**config.mk**
```make
export PLATFORM = sky130hd
export DESIGN_NAME = fifo8x9_ctrl_flat
export DESIGN_NICKNAME = d
export VERILOG_FILES = /design/src/rtl/fifo8x9_ctrl_if.sv /design/src/rtl/fifo8x9_ctrl.sv /design/src/flat_wrapper.sv
export SDC_FILE = /design/constraint.sdc
export NUM_CORES = 1
export LEC_CHECK = 0
export CORE_MARGIN = 5
export CORE_UTILIZATION = 45
export DETAILED_ROUTE_END_ITERATION = 8
export PLACE_DENSITY_LB_ADDON = 0.25
export SYNTH_ARGS = -nofsm -noshare
export SYNTH_HDL_FRONTEND = slang
export SYNTH_SLANG_ARGS = --single-unit
```
**constraint.sdc**
```tcl
create_clock -name clk -period 2.2 [get_ports clk]
set_input_delay 0.66 -clock clk [delete_from_list [all_inputs] [get_ports clk]]
set_output_delay 0.66 -clock clk [all_outputs]
set_load 0.01 [all_outputs]
```
**src/rtl/fifo8x9_ctrl_if.sv**
```systemverilog
// fifo8x9_ctrl_if
//   Bundles the producer/consumer handshake and the FIFO8x9 memory-side
//   controls of fifo8x9_ctrl.
//   slave  : the controller (drives acks, dout, memory strobes, status)
//   master : the surrounding system (drives requests, din, flush, DataOut)
//   Signals:
//     push_req/din/push_ack     producer write handshake
//     pop_req/pop_ack/dout      consumer read handshake
//     flush                     clear pointers and count
//     DataOut/DataIn            read data from / write data to FIFO8x9
//     wren/WrInc/rden/RdInc     single-hot memory strobes
//     RdPtrClr/WrPtrClr         pointer clears
//     count/full/empty/busy     occupancy and activity status
interface fifo8x9_ctrl_if #(
   parameter int unsigned WIDTH = 9,
   parameter int unsigned CNT_W = 4
);
   logic             push_req;
   logic [WIDTH-1:0] din;
   logic             pop_req;
   logic             flush;
   logic [WIDTH-1:0] DataOut;
   logic             push_ack;
   logic             pop_ack;
   logic [WIDTH-1:0] dout;
   logic [WIDTH-1:0] DataIn;
   logic             wren;
   logic             WrInc;
   logic             rden;
   logic             RdInc;
   logic             RdPtrClr;
   logic             WrPtrClr;
   logic [CNT_W-1:0] count;
   logic             full;
   logic             empty;
   logic             busy;

   modport slave (
      input  push_req, din, pop_req, flush, DataOut,
      output push_ack, pop_ack, dout, DataIn,
             wren, WrInc, rden, RdInc, RdPtrClr, WrPtrClr,
             count, full, empty, busy
   );

   modport master (
      output push_req, din, pop_req, flush, DataOut,
      input  push_ack, pop_ack, dout, DataIn,
             wren, WrInc, rden, RdInc, RdPtrClr, WrPtrClr,
             count, full, empty, busy
   );
endinterface

```
**src/rtl/fifo8x9_ctrl.sv**
```systemverilog
// fifo8x9_ctrl
//   Sequencing controller for the 8 x 9 FIFO8x9 memory. Turns push/pop
//   request/ack handshakes into single-hot memory controls, tracks
//   occupancy and holds write data and popped data in registers.
//   Ports:
//     clk  rising-edge clock
//     rst  asynchronous active-high reset
//     bus  fifo8x9_ctrl_if.slave (handshakes, memory strobes, status)
//   All outputs are registers loaded from a decode of the next state.
module fifo8x9_ctrl #(
   parameter int unsigned WIDTH = 9,
   parameter int unsigned DEPTH = 8,
   parameter int unsigned CNT_W = 4
) (
   input logic           clk,
   input logic           rst,
   fifo8x9_ctrl_if.slave bus
);

   typedef enum logic [2:0] {
      IDLE,
      WR,
      WR_INC,
      RD,
      RD_INC,
      CLR_RD,
      CLR_WR
   } state_t;

   typedef enum logic {
      PRIO_POP,
      PRIO_PUSH
   } prio_t;

   state_t           state_q, state_d;
   prio_t            prio_q, prio_d;
   logic             init_q, init_d;
   logic [CNT_W-1:0] count_q, count_d;
   logic             full_q, full_d;
   logic             empty_q, empty_d;
   logic             busy_q, busy_d;
   logic [WIDTH-1:0] dout_q, dout_d;
   logic [WIDTH-1:0] data_in_q, data_in_d;
   logic             wren_q, wren_d;
   logic             wr_inc_q, wr_inc_d;
   logic             rden_q, rden_d;
   logic             rd_inc_q, rd_inc_d;
   logic             rd_ptr_clr_q, rd_ptr_clr_d;
   logic             wr_ptr_clr_q, wr_ptr_clr_d;
   logic             push_ack_q, push_ack_d;
   logic             pop_ack_q, pop_ack_d;

   logic push_ok;
   logic pop_ok;

   // ------------------------------------------------------------------
   // State register
   // ------------------------------------------------------------------
   always_ff @(posedge clk or posedge rst) begin
      if (rst) begin
         state_q      <= CLR_RD;
         init_q       <= 1'b1;
         prio_q       <= PRIO_POP;
         count_q      <= '0;
         full_q       <= 1'b0;
         empty_q      <= 1'b1;
         busy_q       <= 1'b1;
         dout_q       <= '0;
         data_in_q    <= '0;
         wren_q       <= 1'b0;
         wr_inc_q     <= 1'b0;
         rden_q       <= 1'b0;
         rd_inc_q     <= 1'b0;
         rd_ptr_clr_q <= 1'b0;
         wr_ptr_clr_q <= 1'b0;
         push_ack_q   <= 1'b0;
         pop_ack_q    <= 1'b0;
      end else begin
         state_q      <= state_d;
         init_q       <= init_d;
         prio_q       <= prio_d;
         count_q      <= count_d;
         full_q       <= full_d;
         empty_q      <= empty_d;
         busy_q       <= busy_d;
         dout_q       <= dout_d;
         data_in_q    <= data_in_d;
         wren_q       <= wren_d;
         wr_inc_q     <= wr_inc_d;
         rden_q       <= rden_d;
         rd_inc_q     <= rd_inc_d;
         rd_ptr_clr_q <= rd_ptr_clr_d;
         wr_ptr_clr_q <= wr_ptr_clr_d;
         push_ack_q   <= push_ack_d;
         pop_ack_q    <= pop_ack_d;
      end
   end

   // ------------------------------------------------------------------
   // Next-state logic
   // ------------------------------------------------------------------
   always_comb begin
      state_d = state_q;
      prio_d  = prio_q;
      init_d  = init_q;
      push_ok = bus.push_req & ~full_q;
      pop_ok  = bus.pop_req & ~empty_q;

      case (state_q)
         IDLE: begin
            if (bus.flush) begin
               state_d = CLR_RD;
            end else if (push_ok && pop_ok) begin
               // Contended cycle: serve the favoured side, favour the other next time.
               if (prio_q == PRIO_POP) begin
                  state_d = RD;
                  prio_d  = PRIO_PUSH;
               end else begin
                  state_d = WR;
                  prio_d  = PRIO_POP;
               end
            end else if (push_ok) begin
               state_d = WR;
            end else if (pop_ok) begin
               state_d = RD;
            end
         end
         WR:     state_d = WR_INC;
         WR_INC: state_d = IDLE;
         RD:     state_d = RD_INC;
         RD_INC: state_d = IDLE;
         CLR_RD: begin
            // Reset parks here with the strobes forced low; the extra pass
            // lets the registered RdPtrClr actually pulse before CLR_WR.
            if (init_q) begin
               init_d = 1'b0;
            end else begin
               state_d = CLR_WR;
            end
         end
         CLR_WR: state_d = IDLE;
         default: state_d = IDLE;
      endcase
   end

   // ------------------------------------------------------------------
   // Output / datapath decode (loaded into the output registers)
   // ------------------------------------------------------------------
   always_comb begin
      wren_d       = (state_d == WR);
      wr_inc_d     = (state_d == WR_INC);
      rden_d       = (state_d == RD);
      rd_inc_d     = (state_d == RD_INC);
      rd_ptr_clr_d = (state_d == CLR_RD);
      wr_ptr_clr_d = (state_d == CLR_WR);
      push_ack_d   = (state_d == WR_INC);
      pop_ack_d    = (state_d == RD_INC);
      busy_d       = (state_d != IDLE);

      count_d = count_q;
      case (state_d)
         WR_INC: if (count_q != CNT_W'(DEPTH)) count_d = count_q + CNT_W'(1);
         RD_INC: if (count_q != '0)            count_d = count_q - CNT_W'(1);
         CLR_WR: count_d = '0;
         default: count_d = count_q;
      endcase
      full_d  = (count_d == CNT_W'(DEPTH));
      empty_d = (count_d == '0);

      data_in_d = data_in_q;
      if (state_q == IDLE && state_d == WR) begin
         data_in_d = bus.din;
      end

      // The memory presents its word while rden is high, i.e. during RD.
      dout_d = dout_q;
      if (state_q == RD) begin
         dout_d = bus.DataOut;
      end
   end

   assign bus.push_ack = push_ack_q;
   assign bus.pop_ack  = pop_ack_q;
   assign bus.dout     = dout_q;
   assign bus.DataIn   = data_in_q;
   assign bus.wren     = wren_q;
   assign bus.WrInc    = wr_inc_q;
   assign bus.rden     = rden_q;
   assign bus.RdInc    = rd_inc_q;
   assign bus.RdPtrClr = rd_ptr_clr_q;
   assign bus.WrPtrClr = wr_ptr_clr_q;
   assign bus.count    = count_q;
   assign bus.full     = full_q;
   assign bus.empty    = empty_q;
   assign bus.busy     = busy_q;

endmodule

```
**src/flat_wrapper.sv**
```systemverilog
// flat-port wrapper written by rule: the top's interface ports become plain ports
module fifo8x9_ctrl_flat 
#(
   parameter int unsigned WIDTH = 9,
   parameter int unsigned DEPTH = 8,
   parameter int unsigned CNT_W = 4
)
  (clk, rst, bus_push_req, bus_din, bus_pop_req, bus_flush, bus_DataOut, bus_push_ack, bus_pop_ack, bus_dout, bus_DataIn, bus_wren, bus_WrInc, bus_rden, bus_RdInc, bus_RdPtrClr, bus_WrPtrClr, bus_count, bus_full, bus_empty, bus_busy);
  fifo8x9_ctrl_if #(.WIDTH(WIDTH), .CNT_W(CNT_W)) bus_i ();
  input logic clk;
  input logic rst;
  input wire logic [$bits(bus_i.push_req)-1:0] bus_push_req;
  input wire logic [$bits(bus_i.din)-1:0] bus_din;
  input wire logic [$bits(bus_i.pop_req)-1:0] bus_pop_req;
  input wire logic [$bits(bus_i.flush)-1:0] bus_flush;
  input wire logic [$bits(bus_i.DataOut)-1:0] bus_DataOut;
  output wire logic [$bits(bus_i.push_ack)-1:0] bus_push_ack;
  output wire logic [$bits(bus_i.pop_ack)-1:0] bus_pop_ack;
  output wire logic [$bits(bus_i.dout)-1:0] bus_dout;
  output wire logic [$bits(bus_i.DataIn)-1:0] bus_DataIn;
  output wire logic [$bits(bus_i.wren)-1:0] bus_wren;
  output wire logic [$bits(bus_i.WrInc)-1:0] bus_WrInc;
  output wire logic [$bits(bus_i.rden)-1:0] bus_rden;
  output wire logic [$bits(bus_i.RdInc)-1:0] bus_RdInc;
  output wire logic [$bits(bus_i.RdPtrClr)-1:0] bus_RdPtrClr;
  output wire logic [$bits(bus_i.WrPtrClr)-1:0] bus_WrPtrClr;
  output wire logic [$bits(bus_i.count)-1:0] bus_count;
  output wire logic [$bits(bus_i.full)-1:0] bus_full;
  output wire logic [$bits(bus_i.empty)-1:0] bus_empty;
  output wire logic [$bits(bus_i.busy)-1:0] bus_busy;
  assign bus_i.push_req = bus_push_req;
  assign bus_i.din = bus_din;
  assign bus_i.pop_req = bus_pop_req;
  assign bus_i.flush = bus_flush;
  assign bus_i.DataOut = bus_DataOut;
  assign bus_push_ack = bus_i.push_ack;
  assign bus_pop_ack = bus_i.pop_ack;
  assign bus_dout = bus_i.dout;
  assign bus_DataIn = bus_i.DataIn;
  assign bus_wren = bus_i.wren;
  assign bus_WrInc = bus_i.WrInc;
  assign bus_rden = bus_i.rden;
  assign bus_RdInc = bus_i.RdInc;
  assign bus_RdPtrClr = bus_i.RdPtrClr;
  assign bus_WrPtrClr = bus_i.WrPtrClr;
  assign bus_count = bus_i.count;
  assign bus_full = bus_i.full;
  assign bus_empty = bus_i.empty;
  assign bus_busy = bus_i.busy;
  fifo8x9_ctrl #(.WIDTH(WIDTH), .DEPTH(DEPTH), .CNT_W(CNT_W)) u_core (.clk(clk), .rst(rst), .bus(bus_i));
endmodule
```
Word-level counts from Yosys, hierarchy flattened
Cells that the tools add are included.

storage, ports and cells
  bits in registers = 36
  input bits = 23

cells by class
  add/sub/neg operators = 2
  equality and inequality tests = 11
  multiplexer cells = 11
  bitwise logic cells = 5
  reductions and logical operators = 7

operator list
  cell                 count
  $mux 3               5
  $eq 3x3->1 const B   4
  $pmux 3 s4           1
  $pmux 4 s3           1
  $eq 3x2->1 const B   3
  $mux 4               2
  $eq 3x1->1 const B   2
  $add 4x1->4 const B  1
  $eq 4x4->1 const B   1
  $logic_not 4->1      1
  $ne 4x4->1 const B   1
  $reduce_bool 4->1    1
  $sub 4x1->4 const B  1
  $logic_not 3->1      1
  $not 1->1            3
  $reduce_and 3->1     1
  $reduce_bool 3->1    1
  $and 1x1->1          2
  $logic_and 1x1->1    2
  $mux 2               1
  $mux 1               1

Depth between registers and ports, before layout
Gate-level depths: netlist of the first run.

  depth after elaboration = 10
  gate-level depth with buffers = 7
  mapped depth without buffers = 7

Worst setup path before layout of the first run
No wires, ideal clock.

  path kind = input to register
  start = in bus_pop_req
  end = reg u_core.data_in_q[0] (netlist: u_core.bus.DataIn[0])
  arrival time = 1641 ps
  required time = 2075 ps
  slack = 434 ps
  stages = 5
  buffers on the path = 0
  path through = nor2b_1 > o31ai_2 > a21oi_4 > nand2_8 > mux2_4

between the ends
  longest elaborated chain between the ends = 8
  elaborated cells on any way between the ends = 9
  those cells by class = 1 x eq/ne; 5 x mux; 1 x bitwise; 2 x reduce/logical

RTL lines
  what                   RTL line             text
  from (decl)            flat_wrapper.sv:14   input wire logic [$bits(bus_i.pop_req)-1:0] bus_pop_req;
  $and 1x1->1 (*)        fifo8x9_ctrl.sv:107  pop_ok = bus.pop_req & ~empty_q;
  $mux 3                 fifo8x9_ctrl.sv:124  end else if (pop_ok) begin
  $mux 3                 fifo8x9_ctrl.sv:122  end else if (push_ok) begin
  $mux 3 (*)             fifo8x9_ctrl.sv:113  end else if (push_ok && pop_ok) begin
  $mux 3 (*)             fifo8x9_ctrl.sv:111  if (bus.flush) begin
  $pmux 3 s4 (*)         fifo8x9_ctrl.sv:109  case (state_q)
  via u_core.state_d[0]  fifo8x9_ctrl.sv:35   state_t state_q, state_d;
  $eq 3x1->1 (*)         fifo8x9_ctrl.sv:171  if (state_q == IDLE && state_d == WR) begin
  $logic_and 1x1->1 (*)  fifo8x9_ctrl.sv:171
  to (signal assigned)   fifo8x9_ctrl.sv:87   data_in_q <= data_in_d;
  to (decl)              fifo8x9_ctrl.sv:43   logic [WIDTH-1:0] data_in_q, data_in_d;

The timed path passes the listed nets; every way through them passes the cells marked *.
A chain may end at the register's enable or synchronous reset.

Worst setup path in the final report of the first run
  start = reg u_core.count_q[3] (netlist: u_core.bus.count[3])
  end = out bus_count[3]

RTL lines
  what                    RTL line            text
  from (decl)             fifo8x9_ctrl.sv:38  logic [CNT_W-1:0] count_q, count_d;
  from (signal assigned)  fifo8x9_ctrl.sv:82  count_q <= count_d;
  to (decl)               flat_wrapper.sv:27  output wire logic [$bits(bus_i.count)-1:0] bus_count;

No word-level cell between the ends.

==> results of run 1 <==
-- final cells by class --
type / instances / area [um^2] / area share [%]
clock buffers: 8 / 90.1 / 3.76
inverters: 8 / 30.0 / 1.25
multi-input cells: 103 / 731 / 30.5
flip-flops and latches: 36 / 907 / 37.8
well taps: 48 / 60.1 / 2.50
repair buffers: 59 / 581 / 24.2
-- cell usage after synthesis, types with 2 or more instances --
master / n
nand2_1: 35
dfrtp_1: 31
mux2_4: 9
inv_1: 7
nor2b_1: 7
dfstp_2: 5
nand4_1: 4
nor2_1: 4
o21ai_0: 4
buf_2: 3
a211oi_1: 2
a21oi_1: 2
and2_1: 2
buf_4: 2
buf_6: 2
ha_1: 2
mux2i_1: 2
nand2b_1: 2
nor3_1: 2
nor3b_1: 2
o21ai_1: 2
or2b_1: 2
or3_1: 2
-- sequential cells by signal, indices dropped and copies added (netlist names) --
register / count
u_core.bus.count: 4
u_core.bus.empty: 1
u_core.prio_q: 1
u_core.bus.RdInc: 1
u_core.bus.wren: 1
u_core.bus.WrInc: 1
u_core.bus.busy: 1
u_core.bus.rden: 1
u_core.bus.RdPtrClr: 1
u_core.bus.dout: 9
u_core.bus.WrPtrClr: 1
u_core.bus.full: 1
u_core.state_q: 3
u_core.init_q: 1
u_core.bus.DataIn: 9
-- stage by stage --
step	cells	cell area (um^2)	setup WS [ns]	utilization [%]
after floorplan	154	1720	0.434	-
after global placement	254	2310	-0.106	62.6
after detailed placement	254	2310	-0.155	62.6
after CTS	262	2400	0.0692	65.0
after global routing	262	2400	0.000918	65.0
final	262	2400	0.0793	65.0
-- layer usage --
layer  up-vias  global-route usage, %  wire length, um
met5         -                      0                0
met4         0                   5.85               53
met3         6                   5.61              300
met2        40                   26.0             1840
met1       636                   18.6             1580
li1        635                      -                -
-- power by group through the flow --
stage | Sequential, mW | Combinational [mW] | Clock (mW)
after CTS | 1.27 | 1.72 | 0.483
after detailed placement | 1.27 | 1.71 | 0
final | 1.27 | 1.70 | 0.468
after floorplan | 1.29 | 0.966 | 0
after global routing | 1.32 | 1.84 | 0.518
after global placement | 1.26 | 1.66 | 0
-- cell usage in the layout (no fill, tap or decap), types with 4 or more instances in the layout --
cell type        netlist  layout
clkdlybuf4s50_1        0      55
nand2_1               35      35
dfrtp_1               31      31
mux2_4                 9       9
nor2b_1                7       7
inv_1                  7       7
clkbuf_8               0       6
dfstp_2                5       5
nor2_1                 4       4
nand4_1                4       4
o21ai_0                4       4
buf_4                  2       4
-- worst paths after layout --
path / cells after the start / end
setup reg to reg: 7 / u_core.bus.full
hold reg to reg: 1 / u_core.prio_q
max in group asynchronous: 3 / u_core.state_q[0]
hold / removal: 1 / u_core.prio_q
setup / recovery: 1 / bus_count[3]
min in group asynchronous: 3 / u_core.bus.DataIn[5]
-- cell families (layout without fill, tap and decap cells) --
logic type	Yosys count	in the layout
adder cells (fa/ha/maj)	2	2
AND/OR/NAND/NOR	73	73
multiplexers	11	11
AO/OA/AOI/OAI	16	16
buffers and inverters	15	75
XOR/XNOR	1	1
flip-flops	36	36
==> run summary, run 1 <==
Critical path's top delay family -> buffers and inverters
Sink Count -> 36
Main combinational cell family by area after synthesis -> simple AND/OR/NAND/NOR gates
Final Hold Vio Count -> 0
Comb power frac -> 49.4%
CTS tree -> done
Synthesized instance count -> 154
CP Cell Sequence -> clkdlybuf4s50_1
First-pass GRT wire length -> 6240 um
Minimum clock period -> 2.12 ns
DRC errors left -> 0
Post-synthesis xor/xnor area fraction -> 0.509%
Routed via count -> 1,317
Hold_sp -> u_core.prio_q
P_leak -> 1.09 nW
Initial DRC Count -> 36
CP max stage delay -> 0.61 ns
Sw frac -> 35.3%
CP max stage cell -> clkdlybuf4s50_1
Unique cell type count in the Yosys netlist -> 42
Setup bufs post-CTS -> 0
GRT Total Usage -> 15.7%
CP bufs+invs -> 1
Area growth from synthesis to layout -> 39.4%
P_int -> 2.22 mW
Hold buffer count at CTS -> 0
Req. time, crit path -> 1.54 ns
Longest Clk Path Bufs -> 2
Antenna viol nets, final -> 0
RD Place Congestion -> 0.840
CP startpoint -> u_core.bus.count[3]
Detailed Routing Iterations Pass 1 -> 4
Final Power -> 3.43 mW
P per Cell Area -> 1430 mW/mm^2
Post-synthesis simple-gate area fraction -> 24.1%
Sequential cell area fraction in the yosys report -> 52.7%
Post-synth EDFFs -> 0
Ys flop type -> dfrtp_1
IO buf count -> 55
Core Area -> 0.00369 mm^2
Fill cells -> 281
Synth Area in Adders -> 1.45%
Total wire length -> 3770 um
Fin Hold WS -> 0.476 ns
Hold WC Path Type -> reg2reg
Effective utilization at floorplan -> 46.6%
Rows -> 22
Initial antenna violation count -> 0
Post-synthesis compound-gate area fraction -> 7.35%
Worst r2r src -> u_core.bus.count[0]
Drt wl/cell -> 14.4 um
Ports -> 56
DIE HEIGHT -> 71.8 um
Clock Tree Root -> clkbuf_8
R2R Setup Slk -> 0.33 ns
Vias in the first global route -> 1,330
Final nets -> 238
Finish-stage setup viols -> 0
Clk_skew -> 0.00471 ns
Slew margin rel. -> 71.0%
Ys async rst share -> 100%
Die ar. -> 0.00516 mm^2
Crit path capture type -> primary output
Worst-Margin Slew -> 0.434 ns
TritonCTS Buffers -> 5
Max Fclk -> 0.472 GHz
Post-cts sizing count -> 0
Yosys top cell by area -> dfrtp_1
Clk network pwr share -> 13.6%
DIE WIDTH -> 71.8 um
Final HPWL DP -> 2790 um
Grt total ovfl -> 0
P_sw -> 1.21 mW
Net count after synthesis -> 179
Clock Latency Late Sink -> 0.28 ns
CP arrival -> 1.46 ns
Seq cells post-synth -> 36
Max Cap Viol -> 0
Synth top area share -> 45.1%
Synth top area cells -> dfrtp_1 45%, mux2_4 7.9%, dfstp_2 7.6%
Avg Inst Size Synth -> 11.2 um^2
Setup crit start kind -> flop
Peak supply drop -> 0.642 mV
Mapped Area -> 0.00172 mm^2
CP Max Fanout -> 12
Vias/cell -> 5.03
Post-synthesis mux area share -> 9.02%
Diode count -> 0
Largest net degree at the start of global routing -> 37
Synth Warn # -> 0
Crit share post-route -> 96.4%
H-Tree Depth -> 2
Total negative slack -> 0 ns
Run status -> finished, final reports clean
Setup CP Type -> reg2out
CTS clk-pin slew, worst paths -> 0.07 ns
Pins Over Slew Limit -> 0
Layout cells sized above 1 -> 15.0%
Unrepaired setup endpoints after global routing -> no
Sequential power share -> 37.0%
No activity file was read; power rests on OpenSTA's default activity.
==> run 2: changes to the inputs <==
Settings changed: CTS_CLUSTER_DIAMETER set to 120.
==> results of run 2 <==
No change in the layout: final DEF, timing and power equal those of run 1.
==> run 3: changes to the inputs <==
Settings changed: ABC_AREA set to 1, CORE_ASPECT_RATIO set to 1.4, PLACE_DENSITY_LB_ADDON 0.25 to 0.15.
==> run 3 against run 2 <==
- flip-flop and latch count stayed put
- area after synthesis is 4.5% lower
- sequential power is 7% lower
- critical path depth stayed put
- first-iteration DRC count is 81% higher
- largest power group unchanged
==> run summary, run 3 <==
Setup crit start kind -> flop
CP bufs+invs -> 1 (unchanged)
P_int -> 2.02 mW (-8.9%)
WHS Path Cells -> 2 (+1)
Ys async rst share -> 100% (unchanged)
Crit share post-route -> 92.4% (-4.0 points)
Slew margin rel. -> 70.9% (-0.14 points)
DIE HEIGHT -> 81.5 um (+13%)
Comb power frac -> 46.4% (-3.0 points)
Routed via count -> 1,445 (+9.7%)
Worst-Margin Slew -> 0.436 ns (+0.00207 ns)
Post-layout util -> 65.1% (+0.078 points)
Avg Inst Size Synth -> 8.42 um^2 (-25%)
Commonest non-fill, non-tap cell in the layout -> nand2_1
Net count after synthesis -> 220 (+23%)
CP Max Fanout -> 8 (-4)
Setup bufs post-CTS -> 0 (unchanged)
Finish-stage setup viols -> 0 (unchanged)
CP startpoint -> u_core.bus.count[0]
Yosys top cell by area -> dfrtp_1
CTS tree -> done
Synthesized instance count -> 195 (+27%)
Most frequent cells in the layout -> 73 x nand2_1, 55 x clkdlybuf4s50_1, 31 x dfrtp_1
CTS clk-pin slew, worst paths -> 0.07 ns (about the same)
Ports -> 56 (unchanged)
Core Area -> 0.00358 mm^2 (-3.0%)
DRC errors left -> 0 (unchanged)
Total negative slack -> 0 ns (unchanged)
Post-synthesis xor/xnor area fraction -> 1.07% (+0.56 points)
Hold_sp -> u_core.bus.dout[3]
Setup ws final -> 0.167 ns (+0.0880 ns)
Effective utilization at floorplan -> 45.9% (-0.73 points)
Clock Latency Late Sink -> 0.28 ns (about the same)
TritonCTS Buffers -> 5 (unchanged)
Req. time, crit path -> 1.54 ns (about the same)
Post-cts sizing count -> 0 (unchanged)
Antenna viol nets, final -> 0 (unchanged)
Leading post-synthesis cells by instance count -> 73 x nand2_1, 31 x dfrtp_1, 21 x inv_1
Stages on worst setup path -> 1 (unchanged)
Vias/cell -> 4.87 (-3.2%)
Die ar. -> 0.00498 mm^2 (-3.6%)
Hold WC Path Type -> reg2reg
R2R depth -> 10 (+3)
Sw frac -> 37.7% (+2.5 points)
Synth Area in Adders -> 1.52% (+0.069 points)
CP max stage delay -> 0.59 ns (-0.02 ns)
Number of placed cells counting well taps -> 289 (+14%)
Pins Over Slew Limit -> 0 (unchanged)
P_sw -> 1.23 mW (+1.3%)
Vias in the first global route -> 1,417 (+6.5%)
Setup CP Type -> reg2out
Unrepaired setup endpoints after global routing -> no
Final HPWL DP -> 2810 um (+0.46%)
IO buf count -> 55 (unchanged)
Clk_skew -> 0.00651 ns (+0.00180 ns)
CP arrival -> 1.37 ns (-0.09 ns)
H-Tree Depth -> 2 (unchanged)
Synth top area cells -> dfrtp_1 47%, nand2_1 17%, dfstp_2 8.0%
Hold buffer count at CTS -> 0 (unchanged)
Unique cell type count in the Yosys netlist -> 25 (-40%)
Top-count cell post-synth -> nand2_1
Final Instance Area -> 0.00233 mm^2 (-2.9%)
Sink Count -> 36 (unchanged)
P per Cell Area -> 1400 mW/mm^2 (-2.5%)
P_leak -> 1.14 nW (+4.2%)
Sequential power share -> 36.3% (-0.7 points)
Seq cells post-synth -> 36 (unchanged)
Run status -> finished, final reports clean
Critical path's top delay family -> buffers and inverters
Diode count -> 0 (unchanged)
Max Fclk -> 0.492 GHz (+4.3%)
RD Place Congestion -> 0.818 (-2.7%)
Minimum clock period -> 2.03 ns (-0.0880 ns)
Detailed Routing Iterations Pass 1 -> 4 (unchanged)
Placed Area -> 0.00222 mm^2 (-3.7%)
Peak supply drop -> 0.979 mV (+52%)
Area growth from synthesis to layout -> 41.8%
Clock Tree Root -> clkbuf_8
Clk network pwr share -> 17.2% (+3.6 points)
Final nets -> 279 (+17%)
Post-synthesis simple-gate area fraction -> 29.9% (+5.7 points)
Pre-CTS setup slack -> 0.0440 ns (+0.199 ns)
CP max stage cell -> clkdlybuf4s50_1
Synth top area share -> 47.2% (+2.1 points)
CP Cell Sequence -> clkdlybuf4s50_1
Main combinational cell family by area after synthesis -> simple AND/OR/NAND/NOR gates
Post-synthesis mux area share -> 0% (-9.0 points)
Fin cells -> 297 (+13%)
Longest Clk Path Bufs -> 2 (unchanged)
Drt wl/cell -> 12.3 um (-14%)
DIE WIDTH -> 61.1 um (-15%)
Post-synthesis compound-gate area fraction -> 4.42% (-2.9 points)
GRT Total Usage -> 16.4% (+0.78 points)
Final Hold Vio Count -> 0 (unchanged)
Rows -> 26 (+18%)
Crit path capture type -> primary output
Ys flop type -> dfrtp_1
Sequential cell area fraction in the yosys report -> 55.2% (+2.5 points)
Largest net degree at the start of global routing -> 37 (unchanged)
Grt total ovfl -> 0 (unchanged)
Worst r2r src -> u_core.bus.count[0]
Layout cells sized above 1 -> 9.02% (-5.9 points)
Initial antenna violation count -> 0 (unchanged)
Synth Warn # -> 0 (unchanged)
Total wire length -> 3660 um (-2.9%)
Post-synth EDFFs -> 0 (unchanged)
First-pass GRT wire length -> 6110 um (-2.1%)
Max Cap Viol -> 0 (unchanged)
Initial DRC Count -> 65 (+81%)
Mapped Area -> 0.00164 mm^2 (-4.5%)
-- run 3: power groups by stage --
stage / combinational (mW) / clock [mW] / sequential, mW
finish: 1.51 / 0.561 / 1.18
CTS: 1.54 / 0.573 / 1.18
global route: 1.71 / 0.598 / 1.22
floorplan: 0.769 / 0 / 1.26
global placement: 1.50 / 0 / 1.19
detailed placement: 1.53 / 0 / 1.19
-- run 3: layout make-up --
class	count	area [um^2]
multi-input combinational	130	606
fill	311	1250
inverter	24	91.3
sequential	36	907
tap	42	52.6
clock inverter	2	35.0
clock buffer	6	72.6
timing repair buffer	57	566
-- run 3: routing by layer --
layer | global-route usage, % | share of wire [%] | vias to the layer above
met5 | 0 | 0 | -
met4 | 4.99 | 1.2 | 0
met3 | 5.82 | 5.9 | 5
met2 | 29.3 | 55 | 36
met1 | 17.7 | 38 | 674
li1 | - | - | 730
-- run 3: final timing paths --
path / to / slack, ns
max: bus_count[0] / 0.17
min: u_core.bus.dout[3] / 0.48
max reg2reg: u_core.bus.empty / 0.51
min reg2reg: u_core.bus.dout[3] / 0.48
max in group asynchronous: u_core.bus.busy / 1.08
min in group asynchronous: u_core.bus.dout[8] / 0.77
-- run 3: per-stage QoR --
| stage | hold slack [ns] | power [mW] |
|---|---|---|
| 6_report | 0.476 | 3.25 |
| 5_1_grt | 0.502 | 3.53 |
| 4_1_cts | 0.480 | 3.29 |
| 3_5_place_dp | 0.462 | 2.72 |
| 3_3_place_gp | 0.454 | 2.69 |
| 2_1_floorplan | 0.446 | 2.03 |
-- run 3: cell families (layout without fill, tap and decap cells) --
kind of cell | Yosys count | after routing
flip-flops | 36 | 36
buffers and inverters | 29 | 89
adder cells (fa/ha/maj) | 2 | 2
XOR/XNOR | 2 | 2
AND/OR/NAND/NOR | 112 | 112
AO/OA/AOI/OAI | 14 | 14
-- run 3: tightest hold or removal path: stages, from the launching register on --
cell	delay (ns)
dfrtp_1	0.35
nand2_1	0.05
nand2_1	0.05
